$ cat config.mk
export PLATFORM = sky130hd
export DESIGN_NAME = mem_port_arbiter
export DESIGN_NICKNAME = d
export VERILOG_FILES = /design/src/rtl/mem_port_arbiter.sv
export SDC_FILE = /design/constraint.sdc
export NUM_CORES = 1
export LEC_CHECK = 0
export BUFFER_PORTS_ARGS = -buffer_cell sky130_fd_sc_hd__buf_4
export CORE_UTILIZATION = 53
export CTS_BUF_LIST = sky130_fd_sc_hd__clkbuf_8
export DETAILED_ROUTE_END_ITERATION = 8
export PLACE_DENSITY_LB_ADDON = 0.05
export SLEW_MARGIN = 5
export SYNTH_ARGS = -nofsm -noshare
export SYNTH_HDL_FRONTEND = slang
export SYNTH_SLANG_ARGS = --single-unit
$ cat constraint.sdc
create_clock -name clk -period 4 [get_ports clk]
set_input_delay 1.2 -clock clk [delete_from_list [all_inputs] [get_ports clk]]
set_output_delay 1.2 -clock clk [all_outputs]
set_load 0.05 [all_outputs]
$ cat src/rtl/mem_port_arbiter.sv
`default_nettype none
// ============================================================================
// Module   : mem_port_arbiter
// Purpose  : Shares one 16-bit external memory port between a one-entry
//            32-bit instruction fetch buffer and the core's data accesses,
//            with big-endian byte-lane steering on the data side.
// Revision : 1.0 - initial release
// ============================================================================
module mem_port_arbiter #(
   parameter int DATA_PRIORITY = 1
) (
   input  logic        clk,
   input  logic        rst,
   input  logic [15:0] i_mem_pc,
   output logic [31:0] i_mem_opcode,
   output logic        i_mem_rdy,
   input  logic        d_mem_assert,
   input  logic        d_mem_cmd,
   input  logic        d_mem_be0,
   input  logic        d_mem_be1,
   input  logic [15:0] d_mem_addr,
   input  logic [15:0] d_mem_data_out,
   output logic [15:0] d_mem_data_in,
   output logic        d_mem_rdy,
   output logic        m_req,
   output logic        m_we,
   output logic [1:0]  m_be,
   output logic [15:0] m_addr,
   output logic [15:0] m_wdata,
   input  logic [15:0] m_rdata,
   input  logic        m_ack
);

   localparam logic c_DATA_FIRST = (DATA_PRIORITY != 0);

   typedef enum logic [2:0] {
      S_IDLE   = 3'd0,
      S_I_HI   = 3'd1,
      S_I_LO   = 3'd2,
      S_D_ACC  = 3'd3,
      S_D_DONE = 3'd4
   } t_state;

   t_state      r_state;
   logic        r_valid;
   logic [13:0] r_tag;
   logic [13:0] r_ftag;
   logic        r_word;
   logic        r_lane;
   logic [31:0] r_opcode;
   logic [15:0] r_din;
   logic        r_drdy;
   logic        r_req;
   logic        r_we;
   logic [1:0]  r_be;
   logic [15:0] r_addr;
   logic [15:0] r_wdata;

   logic        w_hit;
   logic        w_word;
   logic        w_take_data;
   logic        w_take_fetch;
   logic [15:0] w_rd_steer;
   logic        w_wr_hits_buf;

   // Buffer hit is combinational on the current fetch address
   assign w_hit         = r_valid && (r_tag == i_mem_pc[15:2]);
   assign w_word        = d_mem_be0 && d_mem_be1;
   // Arbitration in IDLE: a data request wins unless instruction priority is
   // configured and the fetch buffer misses
   assign w_take_data   = d_mem_assert && (c_DATA_FIRST || w_hit);
   assign w_take_fetch  = !w_hit && !w_take_data;
   // Even byte lives in bits 15:8 (big-endian), odd byte in bits 7:0
   assign w_rd_steer    = r_word ? m_rdata :
                          (r_lane ? {8'h00, m_rdata[7:0]} : {8'h00, m_rdata[15:8]});
   // A data write landing in the buffered pair makes the buffer stale
   assign w_wr_hits_buf = r_we && (r_addr[15:2] == r_tag);

   // Sequencer: arbitration, external port drive and buffer/result capture
   always_ff @(posedge clk) begin
      if (rst) begin
         r_state  <= S_IDLE;
         r_valid  <= 1'b0;
         r_tag    <= 14'd0;
         r_ftag   <= 14'd0;
         r_word   <= 1'b0;
         r_lane   <= 1'b0;
         r_opcode <= 32'd0;
         r_din    <= 16'd0;
         r_drdy   <= 1'b0;
         r_req    <= 1'b0;
         r_we     <= 1'b0;
         r_be     <= 2'b00;
         r_addr   <= 16'd0;
         r_wdata  <= 16'd0;
      end else begin
         r_drdy <= 1'b0;
         case (r_state)
            S_IDLE: begin
               if (w_take_data) begin
                  r_state <= S_D_ACC;
                  r_req   <= 1'b1;
                  r_we    <= d_mem_cmd;
                  r_word  <= w_word;
                  r_lane  <= d_mem_addr[0];
                  r_addr  <= {d_mem_addr[15:1], 1'b0};
                  r_be    <= w_word ? 2'b11 : (d_mem_addr[0] ? 2'b01 : 2'b10);
                  if (d_mem_cmd) begin
                     r_wdata <= w_word ? d_mem_data_out
                                       : {d_mem_data_out[7:0], d_mem_data_out[7:0]};
                  end
               end else if (w_take_fetch) begin
                  // Buffer is invalid while being refilled so a half-written
                  // pair can never be reported as a hit
                  r_state <= S_I_HI;
                  r_valid <= 1'b0;
                  r_ftag  <= i_mem_pc[15:2];
                  r_req   <= 1'b1;
                  r_we    <= 1'b0;
                  r_be    <= 2'b11;
                  r_addr  <= {i_mem_pc[15:2], 2'b00};
               end
            end
            S_I_HI: begin
               if (m_ack) begin
                  r_opcode[31:16] <= m_rdata;
                  r_addr          <= {r_ftag, 2'b10};
                  r_state         <= S_I_LO;
               end
            end
            S_I_LO: begin
               if (m_ack) begin
                  r_opcode[15:0] <= m_rdata;
                  r_tag          <= r_ftag;
                  r_valid        <= 1'b1;
                  r_req          <= 1'b0;
                  r_state        <= S_IDLE;
               end
            end
            S_D_ACC: begin
               if (m_ack) begin
                  if (!r_we) begin
                     r_din <= w_rd_steer;
                  end
                  if (w_wr_hits_buf) begin
                     r_valid <= 1'b0;
                  end
                  r_req   <= 1'b0;
                  r_drdy  <= 1'b1;
                  r_state <= S_D_DONE;
               end
            end
            S_D_DONE: begin
               r_state <= S_IDLE;
            end
            default: begin
               r_state <= S_IDLE;
            end
         endcase
      end
   end

   assign i_mem_rdy     = w_hit;
   assign i_mem_opcode  = r_opcode;
   assign d_mem_data_in = r_din;
   assign d_mem_rdy     = r_drdy;
   assign m_req         = r_req;
   assign m_we          = r_we;
   assign m_be          = r_be;
   assign m_addr        = r_addr;
   assign m_wdata       = r_wdata;

endmodule
`default_nettype wire

==> metrics.yaml, run 1 <==
run_status:
  status: "finished, final reports clean"
route:
  route.vias.total: 5207
  antenna_left: 0
  viasPerCell: 5.635
  wirelength_um: 14840
  drt-initial-drc-count: 434
  route.detailed.drc: 0
  dr.pass1.iters: 5
  wl_per_cell_um: 16.06
placement:
  postPlaceCellArea_sq_mm: 0.006381
  dp.cells: 892
  numPortBuffers: 153
  place.gp.congestion: 0.9161
  place_ws_ps: 188.5
  dpl.hpwl_um: 10160
sta:
  finalSetupViolCount: 0
  fin_setup_tns_ps: 0
  skew_ps: 8.317
  finalMaxSlewViolations: 0
  hold_viol_final: 0
  max-slew-margin-rel: 0.4377
  fmax_mhz: 262.2
  setup_ws_ps: 186.5
  timing.final.crit_share: 0.9534
  holdWs_ps: 453.5
  worst_slew_pin_slew_ps: 843.4
  rsz0062_at_grt: "no"
  min_period_ps: 3814
finish:
  seqCellArea_sq_mm: 0.002362
  num_antenna_cells: 0
  post_layout_nonfiller_instances: 924
  post-route-util: 0.7230
  drive_gt1_frac: 0.2642
  design_area_sq_mm: 0.006775
  n_fill_cell: 777
  area_growth_pct: 30.77
  fin_nets: 853
  multi_input_area_sq_mm: 0.002565
floorplan:
  die_w_um: 100.9
  start_util: 0.5529
  die_h_um: 100.9
  rows: 35
  fp.coreArea_sq_mm: 0.009371
  io_pins: 157
  dieArea_sq_mm: 0.01018
power:
  power_frac_seq: 0.430
  power.internal_mw: 2.054
  pwr-share-clk: 0.349
  ir_drop_v: 0.0002331
  total_power_mw: 3.029
  switching_share: 0.3218
  switchingPower_mw: 0.9747
  p_per_area_mw_per_mm2: 447.0
  p_leak_nw: 2.728
  p_comb_frac: 0.221
setup_path:
  arrival_ps: 2610
  path_class: "in -> out"
  worstPathRequired_ps: 2800
  end_kind: "output pin"
  cp_max_fo: 3
  crit_family: "simple AND/OR/NAND/NOR gates"
  crit_buf_inv: 3
  critPathLaunchType: "input port"
  slowest_stage: "or4_4"
  path_cells: "buf_4 > xor2_1 > or3_4 > or4_4 > clkinv_2 > buf_4"
  crit_top_cell: "buf_4"
  slowest_delay_ps: 440
yosys:
  ys_seq_area_frac: 0.4559
  yosysWarnings: 0
  synth-seq-cells: 118
  synthesis.nets: 720
  yosysTopAreaCell: "dfxtp_1"
  synth_cells: 649
  synth.area.top_cells: "dfxtp_1 46%, a21oi_1 11%, nand2_1 10%, xnor2_1 4.2%, o211ai_1 4.2%"
  synth_cell_types: 43
  yosys.area.top_type_share: 0.4559
  avgSynthCellArea_sq_um: 7.983
  syn_area_sq_mm: 0.005181
global_route:
  grt_pass1_wl_um: 23490
  grt.total_usage: 0.3009
  grt_start_max_net_pins: 84
  grt_pass1_vias: 4724
  overflow: 0
  antenna_found_initial: 0
flow_run:
  maxCapViolCount: 0
clocking:
  clock_path_buffers: 2
  cts_buffers: 17
  cts.repair.resized: 0
  clock_latency_ps: 420
  cts_sinks: 118
  root_buffer: "clkbuf_8"
  cts_setup_buffers: 0
  cts_tree: "yes"
  clk_pin_slew_worst_paths_ps: 70
  cts_max_level: 4
  hold_buffers: 0
hold_path:
  hold_path.class: "reg -> reg"
power by group through the flow:
| stage | sequential, mW | clock, mW | combinational [mW] |
|---|---|---|---|
| global placement | 1.32 | 0 | 0.656 |
| CTS | 1.30 | 1.07 | 0.667 |
| global route | 1.31 | 1.13 | 0.719 |
| floorplan | 1.49 | 0 | 0.268 |
| finish | 1.30 | 1.06 | 0.669 |
| detailed placement | 1.33 | 0 | 0.664 |
area by class of cell:
cell class                 instances  share of cell area
clock buffer                      19             0.03860
tap                              129             0.02382
sequential                       118              0.3487
inverter                           8            0.004617
clock inverter                    13             0.01958
timing repair buffer             168              0.1861
multi-input combinational        469              0.3786
worst paths after layout:
| kind | endpoint | start | cells after the start | slack (ps) |
|---|---|---|---|---|
| hold reg to reg | d_mem_data_in[13] | d_mem_data_in[13] | 2 | 450 |
| hold / removal | d_mem_data_in[13] | d_mem_data_in[13] | 2 | 450 |
| setup reg to reg | m_addr[7] | r_state[1] | 6 | 1440 |
| setup / recovery | i_mem_rdy | i_mem_pc[11] | 6 | 190 |
placed cells by master, fill, tap and decap left out, drive strengths merged, types with 2 or more instances in the layout:
cell type	n
nand2	139
or4	3
a221oi	3
o211ai	29
and3	3
bufinv	2
nand4	7
clkbuf	19
a311oi	16
xor2	3
clkinvlp	3
xnor2	25
dfxtp	118
o21ai	26
a21oi	109
inv	8
buf	168
nor2	42
nand3b	2
clkinv	8
mux2i	15
or2	2
nand3	33
registers in the layout (all words and copies together), names as in the netlist:
register       count
d_mem_data_in     16
m_we               1
r_valid            1
r_tag             14
r_ftag            14
m_wdata           16
i_mem_opcode      32
m_be               2
r_lane             1
d_mem_rdy          1
r_state            3
m_addr            15
m_req              1
r_word             1
routing by layer:
layer,global-route usage,vias to the layer above,routed length (um),part of all wire
li1,-,2520,-,-
met1,0.4136,2426,6568,0.44
met2,0.4721,244,6855,0.46
met3,0.06380,17,1240,0.084
met4,0.09810,0,174,0.012
met5,0,-,0,0
cell usage after synthesis, drive strengths merged:
| master | number |
|---|---|
| o21ai | 26 |
| and3 | 3 |
| a21oi | 109 |
| nand3 | 33 |
| a311oi | 16 |
| or2 | 2 |
| or3b | 1 |
| a22oi | 1 |
| xor2 | 3 |
| inv | 7 |
| a2111oi | 1 |
| clkbuf | 40 |
| nand2b | 1 |
| mux2i | 15 |
| clkinv | 1 |
| nand4b | 1 |
| conb | 1 |
| a221oi | 3 |
| nand2 | 139 |
| nor2 | 42 |
| or3 | 1 |
| xnor2 | 25 |
| a211oi | 1 |
| nor4 | 1 |
| or4 | 3 |
| dfxtp | 118 |
| o211ai | 29 |
| buf | 14 |
| o41ai | 1 |
| and3b | 1 |
| nor3 | 1 |
| nand3b | 2 |
| nand4 | 7 |
tightest hold or removal path: cells and delay by family (launching register included):
kind | cells | cell delay [ps]
compound gates | 1 | 50
simple gates | 1 | 50
flops | 1 | 310
cell families after synthesis:
| family | synth area share |
|---|---|
| muxes | 0.02898 |
| other | 0.0007238 |
| DFF | 0.4559 |
| buffers and inverters | 0.04902 |
| AOI/OAI and AO/OA | 0.2164 |
| and+or+nand+nor | 0.2016 |
| xor gates and xnor gates | 0.04733 |
Power figures use the tool's default switching activity.
==> run 2, diff against run 1 <==
==> constraint.sdc (replaced) <==
create_clock -name clk -period 4 [get_ports clk]
set_input_delay 0.8 -clock clk [delete_from_list [all_inputs] [get_ports clk]]
set_output_delay 0.8 -clock clk [all_outputs]
set_load 0.05 [all_outputs]
==> run 2 against run 1 <==
Compared with the run above:
- critical path depth is the same
- register-to-register slack worse by 210 ps
- worst setup slack improved by 460 ps
- cell count down 0.97%
- sequential power about the same
- first-iteration DRC count is 11% lower
- critical path type unchanged
==> metrics.yaml, run 2 (synthesis results as in run 1) <==
run_status:
  status: "finished, final reports clean"
finish:
  largest_reg_flops: 32  # unchanged
  n_fill_cell: 812  # +4.5%
  num_antenna_cells: 0  # unchanged
  design_area_sq_mm: 0.006714  # -0.90%
  final_common_cell: "buf_4"
  fin_nets: 844  # -1.1%
  area_growth_pct: 29.58
  layout_common_cells: "159 x buf_4, 139 x nand2_1, 118 x dfxtp_1"
  drive_gt1_frac: 0.2570  # -0.007153
clocking:
  cts_buffers: 17  # unchanged
  cts.repair.resized: 0  # unchanged
  root_buffer: "clkbuf_8"
  clk_pin_slew_worst_paths_ps: 80  # about the same
  cts_max_level: 4  # unchanged
  hold_buffers: 0  # unchanged
  cts_tree: "yes"
  cts_setup_buffers: 0  # unchanged
  clock_path_buffers: 2  # unchanged
  clock_latency_ps: 420  # about the same
  cts_sinks: 118  # unchanged
sta:
  worst_slew_pin_slew_ps: 1250  # +406.3 ps
  finalSetupViolCount: 0  # unchanged
  holdWs_ps: 454.8  # +1.323 ps
  timing.final.crit_share: 0.8394  # -0.1140
  setup_ws_ps: 642.3  # +455.9 ps
  rsz0062_at_grt: "no"
  finalMaxSlewViolations: 0  # unchanged
  min_period_ps: 3358  # -455.9 ps
  fmax_mhz: 297.8  # +14%
  max-slew-margin-rel: 0.1668  # -0.2709
  skew_ps: 11.76  # +3.438 ps
  fin_setup_tns_ps: 0  # unchanged
  hold_viol_final: 0  # unchanged
power:
  total_power_mw: 3.049  # +0.66%
  ir_drop_v: 0.0002719  # +17%
  p_per_area_mw_per_mm2: 454.1  # +1.6%
  p_leak_nw: 2.679  # -1.8%
placement:
  place_ws_ps: 644.8  # +456.3 ps
  dpl.hpwl_um: 10020  # -1.4%
  numPortBuffers: 153  # unchanged
  postPlaceCellArea_sq_mm: 0.006314  # -1.1%
  place.gp.congestion: 0.9310  # +1.6%
route:
  viasPerCell: 5.691  # +0.98%
  dr.pass1.iters: 7  # +2
  wirelength_um: 15090  # +1.7%
  route.detailed.drc: 0  # unchanged
  antenna_left: 0  # unchanged
  route.vias.total: 5207  # unchanged
  wl_per_cell_um: 16.49  # +2.7%
  drt-initial-drc-count: 385  # -11%
floorplan:
  dieArea_sq_mm: 0.01018  # unchanged
  io_pins: 157  # unchanged
  fp.coreArea_sq_mm: 0.009371  # unchanged
  start_util: 0.5529  # unchanged
  die_w_um: 100.9  # unchanged
  rows: 35  # unchanged
  die_h_um: 100.9  # unchanged
setup_path:
  path_cells: "buf_4 > xnor2_1 > nand4_1 > or4_4 > clkinv_2 > buf_4"
  crit_top_cell: "buf_4"
  arrival_ps: 2560  # -50 ps
  r2r_setup_slack_ps: 1230  # -210 ps
  slowest_delay_ps: 810  # +370 ps
  slowest_stage: "or4_4"
  path_class: "in -> out"
  cp_max_fo: 30  # +27
  end_kind: "output pin"
  worstPathRequired_ps: 3200  # +400 ps
  critPathLaunchType: "input port"
global_route:
  grt.total_usage: 0.3004  # -0.0004319
  grt_pass1_vias: 4705  # -0.40%
  grt_start_max_net_pins: 120  # +43%
  overflow: 0  # unchanged
  antenna_found_initial: 0  # unchanged
  grt_pass1_wl_um: 23640  # +0.65%
flow_run:
  maxCapViolCount: 0  # unchanged
hold_path:
  hold_path.class: "reg -> reg"
[run 2: cell count changes in the layout (fill, tap and decap cells not counted)]
cell        delta
buf_4          -9
clkinv_2       -2
inv_6          +2
clkbuf_8       -1
clkinv_4       +1
clkinvlp_4     +1
inv_1          -1
[run 2: final timing paths]
kind                                        from          endpoint  cells past startpoint
worst max-delay path                 i_mem_pc[8]         i_mem_rdy                      6
worst min-delay path            d_mem_data_in[9]  d_mem_data_in[9]                      2
worst max register to register        r_state[0]         m_addr[2]                      5
worst min register to register  d_mem_data_in[9]  d_mem_data_in[9]                      2
[run 2: critical path, delay by kind of cell]
kind,cells,cell delay (ps)
simple gates,2,1120
xor+xnor,1,190
buf+inv,3,430
[run 2: per-stage QoR]
stage	std cells	utilization
CTS	915	0.7164
finish	915	0.7164
detailed placement	883	0.6737
global route	915	0.7164
floorplan	649	-
global placement	883	0.6737
[run 2: per-layer routing]
layer,up-vias,share of wire,global-route usage
li1,2503,-,-
met1,2410,0.44,0.4117
met2,276,0.47,0.4758
met3,18,0.080,0.06449
met4,0,0.011,0.09030
met5,-,0,0
[run 2: power breakdown]
part / total, mW / switching, mW / leakage, nW / internal [mW]
clock network: 1.08 / 0.503 / 0.192 / 0.574
registers: 1.30 / 0.0593 / 0.961 / 1.24
logic: 0.668 / 0.443 / 1.53 / 0.225
[run 2: final cells by class]
class                           instances  area (sq um)  share of cell area
Clock buffer                           18         247.7             0.03690
Clock inverter                         14         152.6             0.02274
Inverter                                8         31.28            0.004659
Multi-Input combinational cell        469          2565              0.3820
Sequential cell                       118          2362              0.3518
Tap cell                              129         161.4             0.02404
Timing Repair Buffer                  159          1194              0.1778
==> run 3, diff against run 2 <==
clock period = 3.3 ns   (was 4 ns; I/O delays follow)
==> run 3 against run 2 <==
Compared with the run above:
- cell area up 0.76%
- flip-flop and latch count unchanged
- worst hold slack worse by 7.1 ps
- sequential power up 22%
- sequential share of layout area down 0.27 points
- register-to-register slack worse by 490 ps
- critical endpoint unchanged
- count of clock-buffer cells in the layout down 1
- cell count up 0.87%
- die area unchanged
- critical path type unchanged
==> metrics.yaml, run 3 (synthesis results as in run 1) <==
placement:
  dpl.hpwl_um: 10210  # +2.0%
  numPortBuffers: 153  # unchanged
  place.gp.congestion: 0.9172  # -1.5%
  place_ws_ps: 485.6  # -159.2 ps
  postPlaceCellArea_sq_mm: 0.006374  # +0.95%
global_route:
  antenna_found_initial: 0  # unchanged
  grt_pass1_wl_um: 23130  # -2.2%
  grt_start_max_net_pins: 84  # -30%
  overflow: 0  # unchanged
  grt.total_usage: 0.2963  # -0.004183
  grt_pass1_vias: 4737  # +0.68%
floorplan:
  dieArea_sq_mm: 0.01018  # unchanged
  fp.coreArea_sq_mm: 0.009371  # unchanged
  die_w_um: 100.9  # unchanged
  die_h_um: 100.9  # unchanged
  start_util: 0.5529  # unchanged
  io_pins: 157  # unchanged
  rows: 35  # unchanged
clocking:
  cts_sinks: 118  # unchanged
  root_buffer: "clkbuf_8"
  hold_buffers: 0  # unchanged
  cts_tree: "yes"
  cts.repair.resized: 0  # unchanged
  clock_path_buffers: 2  # unchanged
  clk_pin_slew_worst_paths_ps: 70  # about the same
  clock_latency_ps: 430  # about the same
  cts_setup_buffers: 0  # unchanged
  cts_buffers: 17  # unchanged
  cts_max_level: 4  # unchanged
finish:
  final_common_cell: "buf_4"
  fin_nets: 852  # +0.95%
  drive_gt1_frac: 0.2632  # +0.006227
  largest_reg_flops: 32  # unchanged
  layout_common_cells: "167 x buf_4, 139 x nand2_1, 118 x dfxtp_1"
  design_area_sq_mm: 0.006765  # +0.76%
  area_growth_pct: 30.57
  post-route-util: 0.7219  # +0.005474
  num_antenna_cells: 0  # unchanged
sta:
  finalMaxSlewViolations: 0  # unchanged
  worst_slew_pin_slew_ps: 858.6  # -391.1 ps
  fin_setup_tns_ps: 0  # unchanged
  fmax_mhz: 355.2
  rsz0062_at_grt: "no"
  max-slew-margin-rel: 0.4276  # +0.2607
  min_period_ps: 2815
  setup_ws_ps: 484.9  # -157.4 ps
  hold_viol_final: 0  # unchanged
  timing.final.crit_share: 0.8531
  finalSetupViolCount: 0  # unchanged
  skew_ps: 10.49  # -1.264 ps
setup_path:
  crit_buf_inv: 3  # unchanged
  path_cells: "buf_4 > xnor2_1 > nand4_1 > or4_4 > clkinv_2 > buf_4"
  critPathLaunchType: "input port"
  slowest_delay_ps: 610  # -200 ps
  end_kind: "output pin"
  slowest_stage: "or4_4"
  crit_family: "simple AND/OR/NAND/NOR gates"
  cp_max_fo: 3  # -90%
  crit_top_cell: "buf_4"
  arrival_ps: 2160  # -400 ps
  worstPathRequired_ps: 2640  # -560 ps
  path_class: "in -> out"
  r2r_setup_slack_ps: 740  # -490 ps
power:
  ir_drop_v: 0.0002705  # -0.50%
  p_per_area_mw_per_mm2: 546.1  # +20%
  total_power_mw: 3.694  # +21%
  p_leak_nw: 2.720  # +1.5%
route:
  drt-initial-drc-count: 349  # -9.4%
  route.detailed.drc: 0  # unchanged
  wirelength_um: 15110  # +0.18%
  wl_per_cell_um: 16.37  # -0.69%
  antenna_left: 0  # unchanged
  viasPerCell: 5.685  # -0.11%
  dr.pass1.iters: 5  # -2
  route.vias.total: 5247  # +0.77%
flow_run:
  maxCapViolCount: 0  # unchanged
run_status:
  status: "finished, final reports clean"
hold_path:
  hold_path.class: "in -> reg"
-- run 3: layout make-up --
cell class	instances	area [sq um]
clock inverters	15	157.7
well taps	129	161.4
inverters	8	31.28
flip-flops and latches	118	2362
clock buffers	17	234.0
multi-input cells	469	2565
repair buffers	167	1254
fillers	775	2606
-- run 3: final timing paths --
check                      from         end  cells after the start
setup / recovery    i_mem_pc[8]   i_mem_rdy                      6
hold / removal    d_mem_addr[0]     m_be[1]                      2
setup reg to reg     r_state[1]  m_addr[14]                      6
hold reg to reg      m_wdata[6]  m_wdata[6]                      2
-- run 3: per-stage QoR --
step	hold slack, ps	cells
after floorplan	441.8	649
after global placement	440.8	891
after detailed placement	447.2	891
after CTS	436.3	923
after global routing	426.4	923
final	447.8	923
-- run 3: worst register-to-register path: stages (launching register included) --
cell and delay, ps:
dfxtp_1 520, or3b_1 170, buf_4 320, or2_1 470
nand2_1 500, o211ai_1 330, a21oi_1 100
-- run 3: report_power, final --
group / switching, mW / internal (mW) / leakage [nW]
Sequential: 0.0728 / 1.51 / 0.961
Combinational: 0.537 / 0.280 / 1.57
Clock: 0.623 / 0.674 / 0.194
Total: 1.23 / 2.46 / 2.72
-- run 3: layer usage --
metal  wire, um  track usage  part of all wire
met1       6647       0.4022              0.44
met2       6986       0.4605              0.46
met3       1285      0.06796             0.085
met4        192       0.1104             0.013
met5          0            0                 0
